### src/rtl/asynchronous_fifo_pkg.sv
// Shared sizing defaults and pointer-compare helpers for the single-clock FIFO.
// Pointers carry one extra wrap bit above the memory address.
package afifo_pkg;

  localparam int DEFAULT_DATA_SIZE = 8;
  localparam int DEFAULT_ADDR_SIZE = 3;

  // Pointers are zero-extended to 32 bits; only the low asz+1 bits take part.
  function automatic logic afifo_full(input logic [31:0] wp, input logic [31:0] rp,
                                      input int unsigned asz);
    logic [31:0] top_bit;
    logic [31:0] span;
    top_bit = 32'd1 << asz;
    span    = (top_bit << 1) - 32'd1;
    return ((wp ^ rp) & span) == top_bit;
  endfunction

  function automatic logic afifo_empty(input logic [31:0] wp, input logic [31:0] rp,
                                       input int unsigned asz);
    logic [31:0] span;
    span = (32'd2 << asz) - 32'd1;
    return ((wp ^ rp) & span) == 32'd0;
  endfunction

endpackage

### src/rtl/asynchronous_fifo_if.sv
// Producer/consumer bundle for the FIFO: push/pop requests, data and status flags.
// The slave modport is the FIFO side, the master modport is the user side.
interface asynchronous_fifo_if
  import afifo_pkg::*;
#(
  parameter int DataSize = DEFAULT_DATA_SIZE
);
  logic                Push;
  logic                Pop;
  logic [DataSize-1:0] DataIn;
  logic [DataSize-1:0] DataOut;
  logic                full;
  logic                empty;

  modport master (output Push, Pop, DataIn, input DataOut, full, empty);
  modport slave  (input Push, Pop, DataIn, output DataOut, full, empty);
endinterface

### src/rtl/afifo_mem.sv
// 2**AddrSize x DataSize storage: synchronous write with enable, combinational read.
// Contents are deliberately not reset.
module afifo_mem
  import afifo_pkg::*;
#(
  parameter int DataSize = DEFAULT_DATA_SIZE,
  parameter int AddrSize = DEFAULT_ADDR_SIZE
) (
  input  logic                Clk,
  input  logic                we_i,
  input  logic [AddrSize-1:0] waddr_i,
  input  logic [DataSize-1:0] wdata_i,
  input  logic [AddrSize-1:0] raddr_i,
  output logic [DataSize-1:0] rdata_o
);

  logic [DataSize-1:0] mem_q [2**AddrSize];

  always_ff @(posedge Clk) begin
    if (we_i) begin
      mem_q[waddr_i] <= wdata_i;
    end
  end

  assign rdata_o = mem_q[raddr_i];

endmodule

### src/rtl/asynchronous_fifo.sv
// Single-clock FIFO: binary wrap-bit pointers, flags decoded from registered pointers.
// Build option FIFO_FWFT_EN selects a fall-through head word instead of a registered DataOut.
module asynchronous_fifo
  import afifo_pkg::*;
#(
  parameter int DataSize = DEFAULT_DATA_SIZE,
  parameter int AddrSize = DEFAULT_ADDR_SIZE
) (
  input  logic             Clk,
  input  logic             Resetn,
  asynchronous_fifo_if.slave bus
);

  logic [AddrSize:0]   WritePtr;
  logic [AddrSize:0]   ReadPtr;
  logic [AddrSize:0]   write_ptr_d;
  logic [AddrSize:0]   read_ptr_d;
  logic                full;
  logic                empty;
  logic                push_ok;
  logic                pop_ok;
  logic [DataSize-1:0] rd_data;

  assign full    = afifo_full(32'(WritePtr), 32'(ReadPtr), AddrSize);
  assign empty   = afifo_empty(32'(WritePtr), 32'(ReadPtr), AddrSize);
  assign push_ok = bus.Push && !full;
  assign pop_ok  = bus.Pop && !empty;

  assign bus.full  = full;
  assign bus.empty = empty;

  always_comb begin
    write_ptr_d = WritePtr;
    read_ptr_d  = ReadPtr;
    if (push_ok) begin
      write_ptr_d = WritePtr + 1'b1;
    end
    if (pop_ok) begin
      read_ptr_d = ReadPtr + 1'b1;
    end
  end

  always_ff @(posedge Clk) begin
    if (!Resetn) begin
      WritePtr <= '0;
      ReadPtr  <= '0;
    end else begin
      WritePtr <= write_ptr_d;
      ReadPtr  <= read_ptr_d;
    end
  end

  // Writes are blocked while reset is held so a discarded push cannot land in memory.
  afifo_mem #(
    .DataSize (DataSize),
    .AddrSize (AddrSize)
  ) u_mem (
    .Clk     (Clk),
    .we_i    (push_ok && Resetn),
    .waddr_i (WritePtr[AddrSize-1:0]),
    .wdata_i (bus.DataIn),
    .raddr_i (ReadPtr[AddrSize-1:0]),
    .rdata_o (rd_data)
  );

`ifdef FIFO_FWFT_EN
  assign bus.DataOut = empty ? '0 : rd_data;
`else
  logic [DataSize-1:0] data_out_q;
  logic [DataSize-1:0] data_out_d;

  always_comb begin
    data_out_d = data_out_q;
    if (pop_ok) begin
      data_out_d = rd_data;
    end
  end

  always_ff @(posedge Clk) begin
    if (!Resetn) begin
      data_out_q <= '0;
    end else begin
      data_out_q <= data_out_d;
    end
  end

  assign bus.DataOut = data_out_q;
`endif

endmodule

### src/flat_wrapper.sv
// flat-port wrapper written by rule: the top's interface ports become plain ports
module asynchronous_fifo_flat import afifo_pkg::*;
#(
  parameter int DataSize = DEFAULT_DATA_SIZE,
  parameter int AddrSize = DEFAULT_ADDR_SIZE
)
  (Clk, Resetn, bus_Push, bus_Pop, bus_DataIn, bus_DataOut, bus_full, bus_empty);
  asynchronous_fifo_if #(.DataSize(DataSize)) bus_i ();
  input  logic Clk;
  input  logic Resetn;
  input wire logic [$bits(bus_i.Push)-1:0] bus_Push;
  input wire logic [$bits(bus_i.Pop)-1:0] bus_Pop;
  input wire logic [$bits(bus_i.DataIn)-1:0] bus_DataIn;
  output wire logic [$bits(bus_i.DataOut)-1:0] bus_DataOut;
  output wire logic [$bits(bus_i.full)-1:0] bus_full;
  output wire logic [$bits(bus_i.empty)-1:0] bus_empty;
  assign bus_i.Push = bus_Push;
  assign bus_i.Pop = bus_Pop;
  assign bus_i.DataIn = bus_DataIn;
  assign bus_DataOut = bus_i.DataOut;
  assign bus_full = bus_i.full;
  assign bus_empty = bus_i.empty;
  asynchronous_fifo #(.DataSize(DataSize), .AddrSize(AddrSize)) u_core (.Clk(Clk), .Resetn(Resetn), .bus(bus_i));
endmodule
### config.mk
export PLATFORM = sky130hd
export DESIGN_NAME = asynchronous_fifo_flat
export DESIGN_NICKNAME = d
export VERILOG_FILES = /design/src/rtl/asynchronous_fifo_pkg.sv /design/src/rtl/asynchronous_fifo_if.sv /design/src/rtl/afifo_mem.sv /design/src/rtl/asynchronous_fifo.sv /design/src/flat_wrapper.sv
export SDC_FILE = /design/constraint.sdc
export NUM_CORES = 1
export LEC_CHECK = 0
export CAP_MARGIN = 20
export CORE_MARGIN = 2
export CORE_UTILIZATION = 39
export CTS_CLUSTER_SIZE = 16
export DETAILED_ROUTE_END_ITERATION = 7
export SYNTH_ARGS = -nofsm -noshare
export SYNTH_HDL_FRONTEND = slang
export SYNTH_SLANG_ARGS = --single-unit
### constraint.sdc
create_clock -name Clk -period 3.5 [get_ports Clk]
set_input_delay 1.05 -clock Clk [delete_from_list [all_inputs] [get_ports Clk]]
set_output_delay 1.05 -clock Clk [all_outputs]
set_load 0.005 [all_outputs]
==> implementation parameters, run 1 <==
Parameter                              Value

Run status
  Run status    complete, no violations

Final layout
  Area growth, synth to finish    18.96%
  Share of final-layout standard cells stronger than drive strength 1    0.2534
  Footprint of the flip-flops and latches    2242 um^2
  Final instance area    3831 um^2
  Antenna Cells    0
  Final nets    230
  Total of fill cells in the finished design    715
  Area taken by multi-input logic gates    919.6 um^2

STA
  Fmax achieved    0.3105 GHz
  Slew at the pin closest to its max-slew limit    0.7819 ns
  Final period utilization    0.9200
  Final setup violation count    0
  Setup repair after global routing missed its margin    false
  Total count of hold-check failures in the final report    0
  Crit path time final    3.220 ns
  Max-slew violation count    0
  Slew Limit Headroom    0.4770
  Final setup TNS    0 ns
  Setup clock skew after layout    0.007715 ns

Job
  Number of max-capacitance violations reported    0

Critical path
  Worst r2r src    u_core.WritePtr[2]
  Required time of the worst setup path    2.45 ns
  CP max FO    10
  Worst Setup Start Kind    flip-flop
  Worst reg2reg setup slack    1.20 ns
  Arrival time reported for the critical path endpoint    2.17 ns
  Worst reg2reg endpoint    u_core.u_mem.mem_q[6][2]
  Critical setup path kind    flip-flop to output pin
  Kind of capture point of the worst setup path    output pin
  Register-to-Register Path Depth    5

Logic synthesis
  Synth async-reset ratio    0
  Netlist area before placement    3221 um^2
  Yosys top cell area share    0.5967
  Net count after synthesis    197
  Number of synthesized register bits    80
  Post-synthesis cell type with the largest combined area    edfxtp_1
  Synth warn    0
  Distinct cells, synth    31
  Part of the Yosys area used for sequential elements    0.6962
  Count of flip-flops with a built-in enable after synthesis    64
  Mapped Avg Cell Area    17.60 um^2
  Main area contributors after synthesis    edfxtp_1 (60%), mux4_2 (11%), dfxtp_1 (9.9%)
  Count of mapped cells out of synthesis    183
  Commonest register cell after synthesis    edfxtp_1

Clock network
  Count of hold buffers inserted by post-cts repair    0
  Worst-skew pair later-pin latency    0.35 ns
  Number of buffers between clock root and the deepest sink    2
  Sinks on Clock Net    80
  Resized Gates After CTS    0
  Root Buffer    clkbuf_8
  Number of levels the H-tree was split into    3
  Clock transition at the registers of the reported paths    0.09 ns
  Post-CTS setup-driven buffer insertion count    0
  Clock tree from TritonCTS    yes
  Cts bufs inserted    9

Global route
  Aggregate global routing overflow    0
  Pin count of the biggest net entering global routing    22
  Total global routing track utilization    0.1459
  Global-route wire length before repair    9.163 mm
  Vias in the first global route    1599
  Number of antenna violations at the first check in global routing    0

Floorplanning
  Initial Utilization    0.3980
  Placement Rows    33
  DIE HEIGHT    94.88 um
  Horiz. Die Dim    94.88 um
  Die outline area    9001 um^2
  Placeable core region    8093 um^2
  IO Count    22

Routing
  Vias    1624
  Number of iterations in the first detailed-routing pass    4
  Iteration-0 DRC Markers    126
  Total DRC errors in the routed layout    0
  Number of antenna-violating nets in the routed design    0
  Vias per cell    4.982
  Total Wirelength    5.869 mm
  Average wire length per cell after detail routing    18.00 um

Pwr
  Switching share of total power    0.2376
  Peak supply drop    261.6 uV
  Leakage Power    0.001253 uW
  Clock share of power    0.359
  Share of total power in combinational logic    0.133
  PwrDens    555.3 nW/um^2
  Int Pwr    1622 uW
  P_sw    505.5 uW
  Total power consumption of the routed design    2128 uW
  Reg power frac    0.509

Place
  Final weighted congestion of routability-driven global placement    0.7161
  Hpwl dp    3.596 mm
  Cell area after placement    3605 um^2
  Buffers on Ports    21

Hold path
  Worst Hold Path EP    u_core.ReadPtr[3]
  Hold path cells    2
  Critical hold path startpoint    u_core.ReadPtr[3]
  Min-delay worst type    flip-flop to flip-flop
-- flip-flops by register name (all words and copies together), names as in the netlist --
register	flops
u_core.ReadPtr	4
u_core.WritePtr	4
u_core.bus.DataOut	8
u_core.u_mem.mem_q	64
-- layer usage --
| layer | share of wire | up-vias | GRT usage | wire length, um |
|---|---|---|---|---|
| met4 | 0.0090 | 0 | 0.05072 | 53 |
| met3 | 0.039 | 5 | 0.04389 | 230 |
| met2 | 0.49 | 27 | 0.2275 | 2899 |
| li1 | - | 785 | - | - |
| met1 | 0.46 | 807 | 0.1955 | 2686 |
| met5 | 0 | - | 0 | 0 |
-- cells in the final DEF (no fill, tap or decap), types with 3 or more instances in the layout --
cell type / instances
a21oi_1: 8
buf_4: 13
clkbuf_8: 9
clkdlybuf4s50_1: 21
dfxtp_1: 16
edfxtp_1: 64
mux2i_1: 10
mux4_2: 16
nand2_1: 7
nand2b_1: 3
nand3_1: 4
nor2_1: 4
o21ai_0: 12
xor2_1: 3
-- cell usage after synthesis, types with 3 or more instances --
cell,instances
buf_2,4
o21ai_0,12
xor2_1,3
nand2_1,7
edfxtp_1,64
nand3_1,4
nor2_1,4
dfxtp_1,16
a21oi_1,8
nand2b_1,3
mux2i_1,10
buf_4,4
mux4_2,16
-- worst max-delay path by stage --
stage,startpoint,to,slack (ns)
6_report,u_core.WritePtr[2],bus_full,0.28
5_1_grt,u_core.WritePtr[2],bus_full,0.16
4_1_cts,u_core.WritePtr[2],bus_empty,0.26
3_5_place_dp,Resetn,u_core.u_mem.mem_q[0][4],0.61
3_3_place_gp,Resetn,u_core.u_mem.mem_q[0][3],0.59
2_1_floorplan,Resetn,u_core.u_mem.mem_q[3][0],0.69
-- layout make-up --
cell class                 instances  area share
inverter                           1   0.0009798
multi-input combinational         90      0.2400
clock inverter                     7     0.02678
clock buffer                       9     0.03233
tap                              105     0.03429
sequential                        80      0.5852
timing repair buffer              34     0.08034
-- power by group through the flow --
| stage | Combinational, uW | Sequential [uW] | Clock, uW |
|---|---|---|---|
| final | 282 | 1080 | 763 |
| after global routing | 310 | 1090 | 827 |
| after CTS | 289 | 1080 | 780 |
| after detailed placement | 288 | 1100 | 0 |
| after global placement | 285 | 1100 | 0 |
| after floorplan | 192 | 1100 | 0 |
-- critical path, stage by stage (launching register included) --
cell and delay (ns):
dfxtp_1 0.60, xor2_2 0.18, or2_2 0.33, nor3_1 0.18, clkdlybuf4s50_1 0.52
-- through the flow --
step / setup WS [ns] / hold slack (ns) / cells / util
after floorplan: 0.6894 / 0.4822 / 183 / -
after global placement: 0.5895 / 0.4977 / 310 / 0.4454
after detailed placement: 0.6150 / 0.5165 / 310 / 0.4454
after CTS: 0.2634 / 0.5298 / 326 / 0.4734
after global routing: 0.1617 / 0.5454 / 326 / 0.4734
final: 0.2799 / 0.5232 / 326 / 0.4734
-- kinds of logic (layout without fill, tap and decap cells) --
logic type / after synthesis / after routing / synth area share
xor+xnor: 6 / 6 / 0.02098
flops: 80 / 80 / 0.6962
simple gates: 31 / 31 / 0.05361
buf+inv: 13 / 51 / 0.02603
compound gates: 25 / 25 / 0.05245
mux: 26 / 26 / 0.1430
fa+ha+maj: 2 / 2 / 0.007769
(Power assumes the default switching activity.)
==> run 2, diff against run 1 <==
--- a/config.mk
+++ b/config.mk
@@ -10,6 +10,7 @@
 export CORE_UTILIZATION = 39
 export CTS_CLUSTER_SIZE = 16
 export DETAILED_ROUTE_END_ITERATION = 7
+export SLEW_MARGIN = 5
 export SYNTH_ARGS = -nofsm -noshare
 export SYNTH_HDL_FRONTEND = slang
 export SYNTH_SLANG_ARGS = --single-unit
==> results of run 2 <==
Final layout, timing and power as in run 1 (identical DEF).
